File: config.mk
export PLATFORM = sky130hd
export DESIGN_NAME = nibble_serial_adder
export DESIGN_NICKNAME = d
export VERILOG_FILES = /design/src/rtl/nibble_serial_adder.sv
export SDC_FILE = /design/constraint.sdc
export NUM_CORES = 1
export LEC_CHECK = 0
export BUFFER_PORTS_ARGS = -buffer_cell sky130_fd_sc_hd__buf_2
export CORE_UTILIZATION = 50
export CTS_CLUSTER_SIZE = 16
export DETAILED_ROUTE_END_ITERATION = 10
export PLACE_DENSITY = 0.73
export SYNTH_ARGS = -nofsm -noshare
export SYNTH_HDL_FRONTEND = slang
export SYNTH_SLANG_ARGS = --single-unit
export TNS_END_PERCENT = 50
File: constraint.sdc
create_clock -name clk -period 5.5 [get_ports clk]
set_clock_uncertainty 0.1 [all_clocks]
set_input_delay 0 -clock clk [delete_from_list [all_inputs] [get_ports clk]]
set_output_delay 0 -clock clk [all_outputs]
set_load 0.05 [all_outputs]
File: src/rtl/nibble_serial_adder.sv
// Sequencer that feeds an external combinational 4-bit adder one nibble per clock
// and returns a WIDTH-bit add/sub result over a valid/ready handshake.
module nibble_serial_adder #(
  parameter int unsigned WIDTH = 16
) (
  input  logic             clk,
  input  logic             rst,
  input  logic             in_valid,
  output logic             in_ready,
  input  logic [WIDTH-1:0] in_a,
  input  logic [WIDTH-1:0] in_b,
  input  logic             in_sub,
  input  logic             in_cin,
  output logic [3:0]       add_a,
  output logic [3:0]       add_b,
  output logic             add_cin,
  input  logic [3:0]       add_c,
  input  logic             add_cout,
  output logic             out_valid,
  input  logic             out_ready,
  output logic [WIDTH-1:0] out_sum,
  output logic             out_cout,
  output logic             out_ovf
);

  localparam int unsigned N     = WIDTH / 4;
  localparam int unsigned IDX_W = (N > 1) ? $clog2(N) : 1;

  typedef enum logic [1:0] {
    IDLE = 2'd0,
    RUN  = 2'd1,
    DONE = 2'd2
  } state_t;

  state_t             r_state, w_state_nxt;
  logic [WIDTH-1:0]   r_a, w_a_nxt;
  logic [WIDTH-1:0]   r_b, w_b_nxt;
  logic [WIDTH-1:0]   r_sum, w_sum_nxt;
  logic               r_carry, w_carry_nxt;
  logic [IDX_W-1:0]   r_idx, w_idx_nxt;
  logic               r_ovf, w_ovf_nxt;
  logic               r_in_ready, r_out_valid;
  logic [3:0]         r_add_a, r_add_b, w_add_a_nxt, w_add_b_nxt;
  logic               r_add_cin, w_add_cin_nxt;

  // Next-state and datapath update; the adder result is only consumed in RUN.
  always_comb begin
    w_state_nxt = r_state;
    w_a_nxt     = r_a;
    w_b_nxt     = r_b;
    w_sum_nxt   = r_sum;
    w_carry_nxt = r_carry;
    w_idx_nxt   = r_idx;
    w_ovf_nxt   = r_ovf;
    unique case (r_state)
      IDLE: begin
        if (in_valid) begin
          w_a_nxt     = in_a;
          w_b_nxt     = in_sub ? ~in_b : in_b;
          w_carry_nxt = in_sub ? 1'b1 : in_cin;
          w_idx_nxt   = '0;
          w_ovf_nxt   = 1'b0;
          w_state_nxt = RUN;
        end
      end
      RUN: begin
        w_sum_nxt[4*r_idx +: 4] = add_c;
        w_carry_nxt             = add_cout;
        if (r_idx == IDX_W'(N - 1)) begin
          // Final nibble: add_c[3] is the result MSB.
          w_ovf_nxt   = (r_a[WIDTH-1] == r_b[WIDTH-1]) && (add_c[3] != r_a[WIDTH-1]);
          w_state_nxt = DONE;
        end else begin
          w_idx_nxt = r_idx + IDX_W'(1);
        end
      end
      DONE: begin
        if (out_ready) w_state_nxt = IDLE;
      end
      default: w_state_nxt = IDLE;
    endcase
  end

  // Adder operands are registered one cycle ahead from the next-state values.
  always_comb begin
    w_add_a_nxt   = 4'd0;
    w_add_b_nxt   = 4'd0;
    w_add_cin_nxt = 1'b0;
    if (w_state_nxt == RUN) begin
      w_add_a_nxt   = w_a_nxt[4*w_idx_nxt +: 4];
      w_add_b_nxt   = w_b_nxt[4*w_idx_nxt +: 4];
      w_add_cin_nxt = w_carry_nxt;
    end
  end

  always_ff @(posedge clk) begin
    if (rst) begin
      r_state     <= IDLE;
      r_a         <= '0;
      r_b         <= '0;
      r_sum       <= '0;
      r_carry     <= 1'b0;
      r_idx       <= '0;
      r_ovf       <= 1'b0;
      r_in_ready  <= 1'b1;
      r_out_valid <= 1'b0;
      r_add_a     <= 4'd0;
      r_add_b     <= 4'd0;
      r_add_cin   <= 1'b0;
    end else begin
      r_state     <= w_state_nxt;
      r_a         <= w_a_nxt;
      r_b         <= w_b_nxt;
      r_sum       <= w_sum_nxt;
      r_carry     <= w_carry_nxt;
      r_idx       <= w_idx_nxt;
      r_ovf       <= w_ovf_nxt;
      r_in_ready  <= (w_state_nxt == IDLE);
      r_out_valid <= (w_state_nxt == DONE);
      r_add_a     <= w_add_a_nxt;
      r_add_b     <= w_add_b_nxt;
      r_add_cin   <= w_add_cin_nxt;
    end
  end

  assign in_ready  = r_in_ready;
  assign out_valid = r_out_valid;
  assign out_sum   = r_sum;
  assign out_cout  = r_carry;
  assign out_ovf   = r_ovf;
  assign add_a     = r_add_a;
  assign add_b     = r_add_b;
  assign add_cin   = r_add_cin;

endmodule

Yosys cells after proc, flatten, opt, wreduce, memory -nomap -nowiden
Cells that the tools add are included.
- mux-type cells: 19
- add/subtract/negate cells: 2
- shifts and indexed selects: 4
- equality and inequality tests: 9
- bitwise gates (word level): 2
- reductions and logical operators: 6
- operators with widths (kind ; number):
    16-bit two-way mux ; 5
    4-bit negation with 34-bit output ; 1
    4-bit by 34-bit variable shift with 16-bit output (first input constant) ; 1
    4-bit by 34-bit variable part select with 16-bit output ; 1
    16-bit by 5-bit variable part select with 4-bit output ; 2
    16-bit bitwise mux ; 1
    16-bit NOT ; 1
    2-bit two-way mux ; 5
    2-bit equality test (second input constant) ; 3
    2-bit case mux with 3 select lines ; 1
    2-bit by 1-bit equality test with 1-bit output (second input constant) ; 2
    2-bit zero test ; 2
    1-bit two-way mux ; 4
    2-bit != test (second input constant) ; 2
    1-bit case mux with 2 select lines ; 2
    2-bit case mux with 2 select lines ; 1
    3-bit AND reduction ; 1
    2-bit by 1-bit adder with 2-bit output (second input constant) ; 1
    2-bit nonzero test ; 1
    2-bit OR reduction ; 1
    1-bit equality test ; 1
    1-bit logical AND ; 1
    1-bit != test ; 1
    1-bit NOT ; 1
- bits in registers: 65
- input port bits: 43

Logic depth before layout (Yosys ltp)
- word-level depth: 6
- mapped depth: 8

Worst setup path after synthesis
OpenSTA, ideal clock, no wires.
- path kind: register to register
- start point: register r_idx[0]
- end point: register r_add_b[2], in the netlist add_b[2]
- data arrival time: 1.960 ns
- buffers on the path: 1
- clock period less this slack: 2.118 ns
- setup time: 0.058 ns
- stages on the path, launching flop included: 9
- setup slack: 3.382 ns
- cell sequence: dfxtp_1 inv_1 ha_1 nor3b_2 a21oi_4 buf_6 mux2i_1 a2111oi_1 a21o_1
- cells in the longest elaborated chain, start to end: 6
- ends and longest elaborated chain (element ; line ; text):
    from (decl) ; 40 ; logic [IDX_W-1:0] r_idx, w_idx_nxt;
    from (signal assigned) ; 116 ; r_idx <= w_idx_nxt;
    branches (longest 6 deep; another with 2-bit by 1-bit adder with 2-bit output) ; n/a ;
    to (signal assigned) ; 121 ; r_add_b <= w_add_b_nxt;
    to (decl) ; 43 ; logic [3:0] r_add_a, r_add_b, w_add_a_nxt, w_add_b_nxt;
Several ways; the timed one is not identified.
A chain may end at the register's enable or synchronous reset.

Final worst setup path
- start point: register r_idx[0]
- end point: register r_add_b[3], in the netlist add_b[3]
Same word-level chain as after synthesis.

==> out/results.txt <==
Final weighted congestion of routability-driven global placement -> 0.809
Number of hold violations in the final report -> 0
Layout net count -> 492
Largest area contributor in the synthesized netlist -> sky130_fd_sc_hd__dfxtp_1
Dpl hpwl -> 4400 um
Largest cells by area after synthesis -> sky130_fd_sc_hd__dfxtp_1, sky130_fd_sc_hd__nand2_1, sky130_fd_sc_hd__nor2_1, sky130_fd_sc_hd__a21oi_1, sky130_fd_sc_hd__a22oi_1
Number of enable flip-flop cells after synthesis -> 0
Total global-route track usage -> 24.2%
Number of antenna diodes -> 0
Starting density of the core -> 51.9%
Most frequent standard cell in the layout excluding fill and tap cells -> sky130_fd_sc_hd__buf_2
Data required time of the critical path -> 5.68 ns
RSZ-0062 raised after global routing -> no
# fillers -> 462
Placed cell areas -> 0.00325 sq mm
Clock slew at the register clock pins of the worst setup and hold paths -> 0.07 ns
Upper clock frequency limit -> 410 MHz
Cell Pwr Density -> 299 mW/mm^2
Cts bufs inserted -> 9
Fraction of layout instances using a drive strength above 1 -> 21.0%
Fraction of registers with async set/reset -> 0%
Kind of start point of the critical path -> flop
Cell Area, Synth -> 0.00288 sq mm
Root buffer selected by CTS -> sky130_fd_sc_hd__clkbuf_8
Clk sinks -> 65
Die extent in x -> 77.8 um
Post-layout power -> 1150 uW
#FFs+latches synth -> 65
Post-cts resize count -> 0
Most frequent cells in the layout -> sky130_fd_sc_hd__buf_2, sky130_fd_sc_hd__dfxtp_1, sky130_fd_sc_hd__nand2_1
Syn avg cell area -> 8.46 sq um
Cell with the largest stage delay on the worst path -> sky130_fd_sc_hd__dfxtp_1
Crit end category -> flop
Antenna-violating nets left -> 0
Crit-path max FO -> 16
Average via count per standard cell -> 5.18
Tightest Hold Check Type -> in -> reg
Initial antenna violation count -> 0
Pins over their slew limit -> 0
TritonCTS clock tree -> built
Wire per inst -> 13.7 um
Peak ir drop on the vdd network -> 185 uV
Final setup viols -> 0
Primary FF master, synth -> sky130_fd_sc_hd__dfxtp_1
Total leakage power -> 0.00171 uW
Worst Path Arrival -> 2.62 ns
Core footprint -> 0.00554 sq mm
Post-synthesis cell count -> 340
Synth-to-Final Area Change -> 33.6%
Residual DRC -> 0
Maximum number of pins on one net before global-route repair -> 60
Y dimension of the die -> 77.8 um
Final Hold Slack -> 0.135 ns
Outcome -> finished clean
Fraction of synthesized cell area taken by the top area cell type -> 45.3%
I/O Pins -> 72
Drt initial violations -> 135
Transition at the pin with the smallest max-transition slack -> 1.04 ns
Final critical delay including setup and external delays -> 2.44 ns
Fraction of the cycle the final worst path needs -> 44.3%
Sequential element share of the synthesized area -> 45.3%
Detailed-route via count -> 2,689
Critical Path Max Stage Delay -> 0.52 ns
Clock latency of the later-clocked register in the worst-skew pair -> 0.34 ns
Synthesized Nets -> 390
CTS max path bufs -> 2
Max-Slew Margin vs Limit -> 30.5%
Sequential Area -> 0.00130 sq mm
Leftover overflow at the end of global routing -> 0
Startpoint-to-endpoint class of the critical path -> reg -> reg
Number of library cell types mapped by synthesis -> 39
Max-cap violations -> 0
Number of rows created at floorplan -> 27
Final TNS setup -> 0 ns
Die area -> 0.00606 sq mm
Total wirelength of the detailed-routed design -> 7120 um
Length of the first detailed-routing pass in iterations -> 5
Total of warnings raised by yosys -> 0
Port Buffer Count -> 71
Via count of the first global-routing pass -> 2,544
Area of combinational cells with multiple inputs -> 0.00147 sq mm
Global-route wire length before repair -> 11,600 um
H-tree depth -> 3
Final instance area -> 0.00384 sq mm
List of cells traversed by the critical path -> inv_1 -> ha_1 -> nor3b_2 -> a21oi_4 -> mux2i_1 -> a2111oi_1 -> a21o_1
flip-flops by register name, indices dropped and copies added (netlist names):
| name | count |
|---|---|
| out_ovf | 1 |
| out_valid | 1 |
| r_state | 2 |
| out_sum | 16 |
| add_cin | 1 |
| out_cout | 1 |
| add_b | 4 |
| add_a | 4 |
| r_idx | 2 |
| r_b | 16 |
| in_ready | 1 |
| r_a | 16 |
power by group:
group	internal (uW)	switching [uW]	total (uW)
logic	76.5	116	192
registers	496	14.3	511
clock network	255	191	446
stage by stage:
stage          setup slack [ns]  utilization, %  instances
6_report                   3.06            69.4        519
5_1_grt                    2.91            69.4        519
4_1_cts                    3.11            69.4        519
3_5_place_dp               3.13            58.7        466
3_3_place_gp               3.25            58.7        466
2_1_floorplan              3.38               -        340
metal layers:
layer	GRT usage [%]	vias up	wire [um]
li1	-	1373	-
met1	31.4	1235	3250
met2	39.8	74	3460
met3	3.65	7	330
met4	10.6	0	79
met5	0	-	0
final timing paths:
kind                             from                  end  slack (ns)  cells past startpoint
setup / recovery  r_idx[0]$_SDFF_PP0_  add_b[3]$_SDFF_PP0_        3.06                      7
hold / removal               in_valid  out_cout$_SDFF_PP0_        0.14                      5
setup reg to reg  r_idx[0]$_SDFF_PP0_  add_b[3]$_SDFF_PP0_        3.06                      7
hold reg to reg     r_a[9]$_SDFF_PP0_    r_a[9]$_SDFF_PP0_        0.36                      2
critical path: cells and delay by family (launching register included):
family	cells	cell delay [ns]
AO/OA/AOI/OAI	3	0.78
flip-flops	1	0.52
AND/OR/NAND/NOR	1	0.33
adder cells (fa/ha/maj)	1	0.30
buffers and inverters	1	0.17
multiplexers	1	0.17
timing repair:
action / 4_1_cts / 5_1_grt
hold buffers: 37 / 0
hold endpoints to repair: 56 / 0
buffers inserted: 0 / 0
cells in the mapped netlist, types with 5 or more instances:
cell / number
sky130_fd_sc_hd__dfxtp_1: 65
sky130_fd_sc_hd__nand2_1: 53
sky130_fd_sc_hd__nor2_1: 52
sky130_fd_sc_hd__a21oi_1: 32
sky130_fd_sc_hd__a22oi_1: 16
sky130_fd_sc_hd__clkbuf_1: 13
sky130_fd_sc_hd__nor3_1: 13
sky130_fd_sc_hd__mux2i_1: 11
sky130_fd_sc_hd__xnor2_1: 11
sky130_fd_sc_hd__ha_1: 7
sky130_fd_sc_hd__a211oi_1: 6
sky130_fd_sc_hd__inv_1: 5
sky130_fd_sc_hd__o21ai_0: 5
kinds of logic (layout without fill, tap and decap cells):
group           count (synthesis)  count (layout)  share of synthesized area (%)
simple gates                  140             140                           21.5
compound gates                 77              77                           17.9
flops                          65              65                           45.3
buf+inv                        25             132                           3.96
xor+xnor                       15              15                           4.57
mux                            11              11                           3.83
fa+ha+maj                       7               7                           3.05
final cells by class:
class,count,share of cell area [%]
multi-input cells,250,38.1
well taps,72,2.34
flip-flops and latches,65,33.9
repair buffers,111,19.5
clock inverters,7,2.47
clock buffers,9,3.22
inverters,5,0.488
No activity file was read; power rests on OpenSTA's default activity.
